<file path="config.mk">
export PLATFORM = sky130hd
export DESIGN_NAME = alu_rs
export DESIGN_NICKNAME = d
export VERILOG_FILES = /design/src/rtl/alu_rs_pkg.sv /design/src/rtl/alu_rs_pick.sv /design/src/rtl/alu_rs.sv
export SDC_FILE = /design/constraint.sdc
export NUM_CORES = 2
export LEC_CHECK = 0
export CAP_MARGIN = 20
export CORE_MARGIN = 2
export CORE_UTILIZATION = 51
export CTS_CLUSTER_DIAMETER = 30
export DETAILED_ROUTE_END_ITERATION = 6
export PLACE_DENSITY_LB_ADDON = 0.3
export SLEW_MARGIN = 15
export SYNTH_ARGS = -nofsm -noshare
export SYNTH_HDL_FRONTEND = slang
export SYNTH_HIERARCHICAL = 1
export SYNTH_SLANG_ARGS = --single-unit
export TNS_END_PERCENT = 10
</file>
<file path="constraint.sdc">
create_clock -name clk -period 7.27 [get_ports clk]
set_input_delay 1.454 -clock clk [delete_from_list [all_inputs] [get_ports clk]]
set_output_delay 1.454 -clock clk [all_outputs]
set_load 0.1 [all_outputs]
</file>
<file path="src/rtl/alu_rs_pkg.sv">
// rtl/alu_rs_pkg.sv - shared widths, work_type layout and entry types for the ALU reservation station
package alu_rs_pkg;

  localparam int ROBSIZE  = 4;
  localparam int RS_DEPTH = 8;

  // work_type layout: bit 0 branch, bit 1 sub/sra, bits 4:2 funct3
  localparam int WT_BRANCH_BIT = 0;
  localparam int WT_ALT_BIT    = 1;
  localparam int WT_F3_LSB     = 2;

  typedef struct packed {
    logic               busy;
    logic [ROBSIZE-1:0] tag;
    logic [31:0]        val;
  } operand_t;

  typedef struct packed {
    logic               busy;
    logic [4:0]         work_type;
    operand_t           j;
    operand_t           k;
    logic [ROBSIZE-1:0] rob_id;
  } rs_entry_t;

  // Port 0 is checked first so it wins when both broadcasts carry the tag.
  function automatic operand_t cdb_snoop(
    operand_t op,
    logic c0_valid, logic [ROBSIZE-1:0] c0_tag, logic [31:0] c0_val,
    logic c1_valid, logic [ROBSIZE-1:0] c1_tag, logic [31:0] c1_val
  );
    operand_t r;
    r = op;
    if (op.busy) begin
      if (c0_valid && c0_tag == op.tag) begin
        r.busy = 1'b0;
        r.val  = c0_val;
      end else if (c1_valid && c1_tag == op.tag) begin
        r.busy = 1'b0;
        r.val  = c1_val;
      end
    end
    return r;
  endfunction

endpackage

</file>
<file path="src/rtl/alu_rs_pick.sv">
// rtl/alu_rs_pick.sv - lowest-index priority encoder with found flag
module alu_rs_pick #(
  parameter int N  = 8,
  parameter int IW = $clog2(N)
) (
  input  logic [N-1:0]  req,
  output logic          found,
  output logic [IW-1:0] idx
);

  always_comb begin
    found = 1'b0;
    idx   = '0;
    for (int i = N - 1; i >= 0; i--) begin
      if (req[i]) begin
        found = 1'b1;
        idx   = IW'(i);
      end
    end
  end

endmodule

</file>
<file path="src/rtl/alu_rs.sv">
// rtl/alu_rs.sv - ALU reservation station: buffers ops, snoops two CDB ports, issues one ready op per cycle
module alu_rs
  import alu_rs_pkg::*;
#(
  parameter int RS_SIZE = RS_DEPTH
) (
  input  logic               clk,
  input  logic               rst_n,
  input  logic               rdy,
  input  logic               flush,
  input  logic               issue_valid,
  input  logic [4:0]         issue_work_type,
  input  logic [31:0]        issue_vj,
  input  logic [31:0]        issue_vk,
  input  logic               issue_qj_busy,
  input  logic               issue_qk_busy,
  input  logic [ROBSIZE-1:0] issue_qj,
  input  logic [ROBSIZE-1:0] issue_qk,
  input  logic [ROBSIZE-1:0] issue_rob_id,
  output logic               full,
  input  logic               cdb0_valid,
  input  logic [ROBSIZE-1:0] cdb0_rob_id,
  input  logic [31:0]        cdb0_value,
  input  logic               cdb1_valid,
  input  logic [ROBSIZE-1:0] cdb1_rob_id,
  input  logic [31:0]        cdb1_value,
  output logic               alu_valid,
  output logic [4:0]         alu_work_type,
  output logic [31:0]        alu_r1,
  output logic [31:0]        alu_r2,
  output logic [ROBSIZE-1:0] alu_rob_id
);

  localparam int IW = $clog2(RS_SIZE);

  rs_entry_t          ent [RS_SIZE];
  rs_entry_t          new_ent;
  operand_t           new_j;
  operand_t           new_k;
  logic [RS_SIZE-1:0] busy_vec;
  logic [RS_SIZE-1:0] ready_vec;
  logic               free_found;
  logic               ready_found;
  logic [IW-1:0]      free_idx;
  logic [IW-1:0]      ready_idx;

  always_comb begin
    busy_vec  = '0;
    ready_vec = '0;
    for (int i = 0; i < RS_SIZE; i++) begin
      busy_vec[i]  = ent[i].busy;
      ready_vec[i] = ent[i].busy & ~ent[i].j.busy & ~ent[i].k.busy;
    end
  end

  assign full = &busy_vec;

  alu_rs_pick #(.N(RS_SIZE), .IW(IW)) u_free_pick (
    .req   (~busy_vec),
    .found (free_found),
    .idx   (free_idx)
  );

  alu_rs_pick #(.N(RS_SIZE), .IW(IW)) u_ready_pick (
    .req   (ready_vec),
    .found (ready_found),
    .idx   (ready_idx)
  );

  // Issue-cycle bypass: a pending operand whose producer broadcasts now is captured on entry.
  always_comb begin
    new_j.busy = issue_qj_busy;
    new_j.tag  = issue_qj;
    new_j.val  = issue_vj;
    new_k.busy = issue_qk_busy;
    new_k.tag  = issue_qk;
    new_k.val  = issue_vk;
    new_ent.busy      = 1'b1;
    new_ent.work_type = issue_work_type;
    new_ent.j = cdb_snoop(new_j, cdb0_valid, cdb0_rob_id, cdb0_value,
                          cdb1_valid, cdb1_rob_id, cdb1_value);
    new_ent.k = cdb_snoop(new_k, cdb0_valid, cdb0_rob_id, cdb0_value,
                          cdb1_valid, cdb1_rob_id, cdb1_value);
    new_ent.rob_id = issue_rob_id;
  end

  always_ff @(posedge clk or negedge rst_n) begin
    if (!rst_n) begin
      for (int i = 0; i < RS_SIZE; i++) ent[i] <= '0;
      alu_valid     <= 1'b0;
      alu_work_type <= '0;
      alu_r1        <= '0;
      alu_r2        <= '0;
      alu_rob_id    <= '0;
    end else if (rdy) begin
      if (flush) begin
        for (int i = 0; i < RS_SIZE; i++) ent[i].busy <= 1'b0;
        alu_valid <= 1'b0;
      end else begin
        for (int i = 0; i < RS_SIZE; i++) begin
          if (ent[i].busy) begin
            ent[i].j <= cdb_snoop(ent[i].j, cdb0_valid, cdb0_rob_id, cdb0_value,
                                  cdb1_valid, cdb1_rob_id, cdb1_value);
            ent[i].k <= cdb_snoop(ent[i].k, cdb0_valid, cdb0_rob_id, cdb0_value,
                                  cdb1_valid, cdb1_rob_id, cdb1_value);
          end
        end
        alu_valid <= ready_found;
        if (ready_found) begin
          alu_work_type        <= ent[ready_idx].work_type;
          alu_r1               <= ent[ready_idx].j.val;
          alu_r2               <= ent[ready_idx].k.val;
          alu_rob_id           <= ent[ready_idx].rob_id;
          ent[ready_idx].busy  <= 1'b0;
        end
        // The free slot is never the dispatched one, so these writes cannot collide.
        if (issue_valid && !full && free_found) ent[free_idx] <= new_ent;
      end
    end
  end

endmodule

</file>
### Yosys cells after proc, flatten, opt, wreduce, memory -nomap -nowiden

Cells that the tools add are included.

| word-level totals | value |
|---|---|
| ROM bits | 0 |
| output and inout port bits | 75 |
| word-level logic and storage cells | 383 |
| input bits | 162 |
| register bits | 746 |
| memories | 0 |
| bits in latches | 0 |
| RAM bits | 0 |

| operators by class | value |
|---|---|
| bitwise logic cells | 36 |
| muxes and demuxes | 186 |
| magnitude comparators | 4 |
| multiply operators | 0 |
| divide/modulo/power cells | 0 |
| add/sub/neg operators | 0 |
| equality and inequality tests | 36 |
| shift operators | 0 |
| reduce and logical (&&, ||, !) cells | 44 |

Operators by type and width:

| kind | count |
|---|---|
| 672-bit two-way mux | 4 |
| 74-bit two-way mux | 24 |
| 32-bit two-way mux | 54 |
| 672-bit bitwise mux | 2 |
| 84-bit demux with 3-bit select | 2 |
| 84-bit binary-select mux with 3-bit select | 1 |
| 84-bit two-way mux | 2 |
| 83-bit two-way mux | 2 |
| 4-bit equality test | 36 |
| 1-bit two-way mux | 79 |
| 3-bit two-way mux | 16 |
| 1-bit logical AND | 40 |
| 1-bit inverter | 17 |
| 1-bit bitwise AND | 16 |
| 4-bit greater-or-equal comparator (second input constant) | 2 |
| 4-bit by 1-bit less-than comparator with 1-bit output (second input constant) | 2 |
| 3-bit inverter with 4-bit output | 2 |
| 8-bit inverter | 1 |
| 8-bit AND reduction | 1 |
| 3-bit AND reduction | 1 |
| 2-bit AND reduction | 1 |
| 1-bit logical NOT | 1 |

### Depth between registers and ports, before layout

| logic depth | value |
|---|---|
| word-level depth | 23 |
| mapped depth | 13 |
| mapped depth without buffers | 10 |

### Hierarchy

The synthesis kept the hierarchy.

Modules (own cells, without submodules):

| module | cells an instance | area each (um2) | sequential area each (um2) | times used |
|---|---|---|---|---|
| alu_rs | 4502 | 43528.0 | 18667.9 | 1 |
| alu_rs_pick | 13 | 80.1 | 0.0 | 2 |

### Worst setup path before layout

OpenSTA, ideal clock, no wires.

| timing | value |
|---|---|
| kind | input to register |
| start | input port cdb1_rob_id[0] |
| end | register ent[556] (netlist name) |
| setup time | 0.175 ns |
| path buffers | 3 |
| stages on the path | 8 |
| required time | 7.095 ns |
| slack | 3.902 ns |
| data arrival time | 3.194 ns |
| path through | buf_4 -> buf_6 -> xor2_1 -> nor4_4 -> nand2_1 -> a211oi_2 -> buf_2 -> a222oi_1 |

| between the ends | value |
|---|---|
| longest elaborated chain between the ends | 14 |
| elaborated cells between the ends (all ways) | 19 |
| classes of those cells | 2 x eq/ne; 15 x mux; 2 x reduce/logical |

Ends and longest elaborated chain:

| item | line | source |
|---|---|---|
| start, declared | alu_rs.sv:25 | `input logic [ROBSIZE-1:0] cdb1_rob_id,` |
| 4-bit equality test | alu_rs_pkg.sv:38 | `end else if (c1_valid && c1_tag == op.tag) begin` |
| 1-bit logical AND | alu_rs_pkg.sv:38 |  |
| 32-bit two-way mux | alu_rs_pkg.sv:38 |  |
| 32-bit two-way mux | alu_rs_pkg.sv:35 | `if (c0_valid && c0_tag == op.tag) begin` |
| 32-bit two-way mux | alu_rs_pkg.sv:34 | `if (op.busy) begin` |
| 74-bit two-way mux | alu_rs.sv:101 | `if (ent[i].busy) begin` |
| 74-bit two-way mux | alu_rs.sv:96 | `if (flush) begin` |
| 74-bit two-way mux | alu_rs.sv:95 | `end else if (rdy) begin` |
| 672-bit bitwise mux | alu_rs.sv:114 | `ent[ready_idx].busy <= 1'b0;` |
| 672-bit two-way mux | alu_rs.sv:109 | `if (ready_found) begin` |
| 672-bit two-way mux | alu_rs.sv:96 |  |
| 672-bit two-way mux | alu_rs.sv:95 |  |
| 672-bit bitwise mux | alu_rs.sv:117 | `if (issue_valid && !full && free_found) ent[free_idx] <= new_ent;` |
| 672-bit two-way mux * | alu_rs.sv:117 |  |
| end signal, assigned by index | alu_rs.sv:117 |  |
| end, declared | alu_rs.sv:36 | `rs_entry_t ent [RS_SIZE];` |

Mark *: on every way between the ends. The rest lies on a longest branch, timed or not. The select of a mux whose other input is x is not followed.
A chain may end at the register's enable or synchronous reset.

### Final worst setup path

| timing | value |
|---|---|
| start | input port cdb1_rob_id[0] |
| end | register ent[193] (netlist name) |

Same word-level chain as after synthesis.

==> metrics.txt <==
Syn Area/Cell=9.65 um2; Power Density=337 nW/um2; minimum clock period=5.00 ns; crit-path max cell delay=1.15 ns; failing checks=design-rule violations; CTS sink count=746; Ports=237; pin count of the biggest net entering global routing=164; Peak Freq=200 MHz; Crit. End Element=register; Synth async-reset ratio=1.00; register bit total from synthesis=746; Die Height=297 um; Final #Nets=4730; TritonCTS clock tree=yes; Fin. Hold Viols=0; Worst Max-Slew Pin Slew=1.30 ns; cts hold-fix bufs=0; crit share post-route=0.688; sequential share of the synthesized area=0.427; Area Overhead vs Synth=21.2%; Slew Viols, Final=0; Crit Path Max Fanout=19; Worst-path clk slew=0.05 ns; post-cts gate resize count=0; Post-Syn Area=43700 um2; Sequential Area=18700 um2; Initial Utilization=0.514; Clk Latency, worst-skew pair=0.78 ns; status=finished with violations; final hold slack=0.471 ns; CP required=7.92 ns; Fin Clk Skew=0.0449 ns; drt pass-1 iters=7; antenna violations before repair=8; WL/cell=31.7 um; Data arrival, critical path=5.65 ns; CTS Root Cell=clkbuf_16; Synth Warn #=6; crit start category=primary input; Synth cell types=68; Cells after Synth=4528; GPL Wtd Cong=0.954; Antenna Nets Post-Route=0; Hold Crit Class=reg -> reg; CP Class=in -> reg; Final Core Density=0.623; DR iter-0 viols=7656; cell with the most instances after synthesis=nand2_1; Lkg Pwr=21.8 nW; buffers and inverters on the worst path=2; multi-input logic area=22500 um2; Setup TNS=0 ns; cell accounting for the most synthesized area=dfrtp_1; number of core rows=107; die width=297 um; Synth top cells by count=nand2_1 (762), dfrtp_1 (746), clkbuf_1 (356); detailed placement HPWL=104000 um; DRC Markers=97; Main synth FF type=dfrtp_1; first-pass GRT wire length=272000 um; RSZ-0062 raised after global routing=no; Synthesized Nets=4690; post-CTS setup buffer count=0; vias in the first global route=41783; via count=42546; MaxCap Viol Count=0; Critical-path top delay cell=clkdlybuf4s50_1; share of the synthesized area in the top cell type=0.427; Rel. slew slack=0.136; Filler Cells Inserted=6752; total CTS buffers=173; share of layout cells above drive strength 1=0.157; placeable core region=85000 um2; top post-synthesis cells by area=dfrtp_1 (43%), mux4_2 (7.5%), nand2_1 (6.5%); clock tree buffer depth=3; VDD IR max=0.000292 V; number of flops mapped to enable cells by yosys=0; Die Outline Area=88000 um2; cells along the critical path=clkdlybuf4s50_1 -> xor2_1 -> nor4_4 -> a32oi_1 -> o21ai_4 -> buf_4 -> nor2_1 -> a221oi_1; H-tree levels=4; total global-route track usage=0.420; PortBufs=236; total congestion overflow=0; delay-heaviest family, CP=buffers and inverters; final setup fails=0; Total Routed Length=186000 um; post-DR vias/cell=7.26
==> sequential cells by signal (all words and copies together) (netlist names) <==
name / count
alu_r1: 32
ent: 664
alu_work_type: 5
alu_rob_id: 4
alu_valid: 1
busy_vec: 8
alu_r2: 32
==> power by group <==
part           internal (W)  switching [W]
clock               0.00544        0.00267
sequential          0.00486       0.000435
combinational       0.00144        0.00300
==> cell usage in the layout, fill, tap and decap left out, types with 13 or more instances in the layout <==
master,synthesis,final
xor2_1,68,68
mux4_2,146,146
bufinv_16,0,21
or2_2,13,13
clkinvlp_4,0,17
clkdlybuf4s50_1,0,235
and3_1,37,31
inv_1,203,203
mux2_2,79,79
a221o_1,147,147
nand3b_1,16,16
clkinv_2,0,27
nand2_1,762,760
nand3_1,148,146
mux2i_1,227,227
a221oi_1,161,161
nor2_4,0,13
buf_4,13,112
a21oi_1,103,102
clkbuf_16,0,174
clkbuf_8,0,28
a31oi_1,29,29
o221ai_1,175,175
nor2_1,245,232
nor3_1,79,78
clkbuf_1,356,25
dfrtp_1,746,746
o21ai_0,322,322
xnor2_1,61,61
a222oi_1,129,129
==> worst register-to-register path: stages (launching register included) <==
cell	delay, ns
dfrtp_1	0.53
inv_1	0.20
nor2_1	0.13
o21ai_0	0.08
a211oi_1	0.44
nand4b_1	0.52
or4_2	1.13
and2_1	0.55
buf_4	0.41
a221o_1	0.46
==> logic make-up after synthesis <==
family | Yosys count | synth area share
simple gates | 1377 | 0.139
compound gates | 1122 | 0.194
flops | 746 | 0.427
buf+inv | 702 | 0.0664
mux | 452 | 0.148
xor+xnor | 129 | 0.0259
==> worst paths after layout <==
kind	from	cells past startpoint	slack [ns]	end
setup / recovery	cdb1_rob_id[0]	8	2.27	ent[193]$_DFFE_PN0P_
hold / removal	ent[249]$_DFFE_PN0P_	2	0.47	ent[249]$_DFFE_PN0P_
setup reg to reg	busy_vec[5]$_DFFE_PN0P_	9	2.68	ent[443]$_DFFE_PN0P_
hold reg to reg	ent[249]$_DFFE_PN0P_	2	0.47	ent[249]$_DFFE_PN0P_
max in group asynchronous	rst_n	2	4.87	ent[570]$_DFFE_PN0P_
min in group asynchronous	rst_n	1	0.73	ent[600]$_DFFE_PN0P_
==> through the flow <==
stage | instance area, um2 | setup slack [ns] | power, W | std cells
5_1_grt | 53000 | 2.27 | 0.0183 | 5857
3_5_place_dp | 46700 | 1.75 | 0.00967 | 5530
4_1_cts | 52800 | 2.48 | 0.0177 | 5848
6_report | 53000 | 2.27 | 0.0179 | 5860
2_1_floorplan | 43700 | 3.90 | 0.00835 | 4528
3_3_place_gp | 46700 | 1.82 | 0.00958 | 5529
==> final cells by class <==
cell class | count | share of cell area
multi-input cells | 3080 | 0.425
flip-flops and latches | 746 | 0.353
clock buffers | 227 | 0.0913
repair buffers | 363 | 0.0654
well taps | 1144 | 0.0270
clock inverters | 91 | 0.0241
inverters | 204 | 0.0145
diodes | 5 | 0.000236
==> metal layers <==
metal | vias up | global-route usage | share of wire
met3 | 1059 | 0.182 | 0.17
met5 | - | 0.00665 | 0.00086
met2 | 4094 | 0.582 | 0.41
met1 | 20469 | 0.530 | 0.35
met4 | 10 | 0.284 | 0.081
li1 | 16914 | - | -
Note: power is estimated with default switching activity, not from simulation.
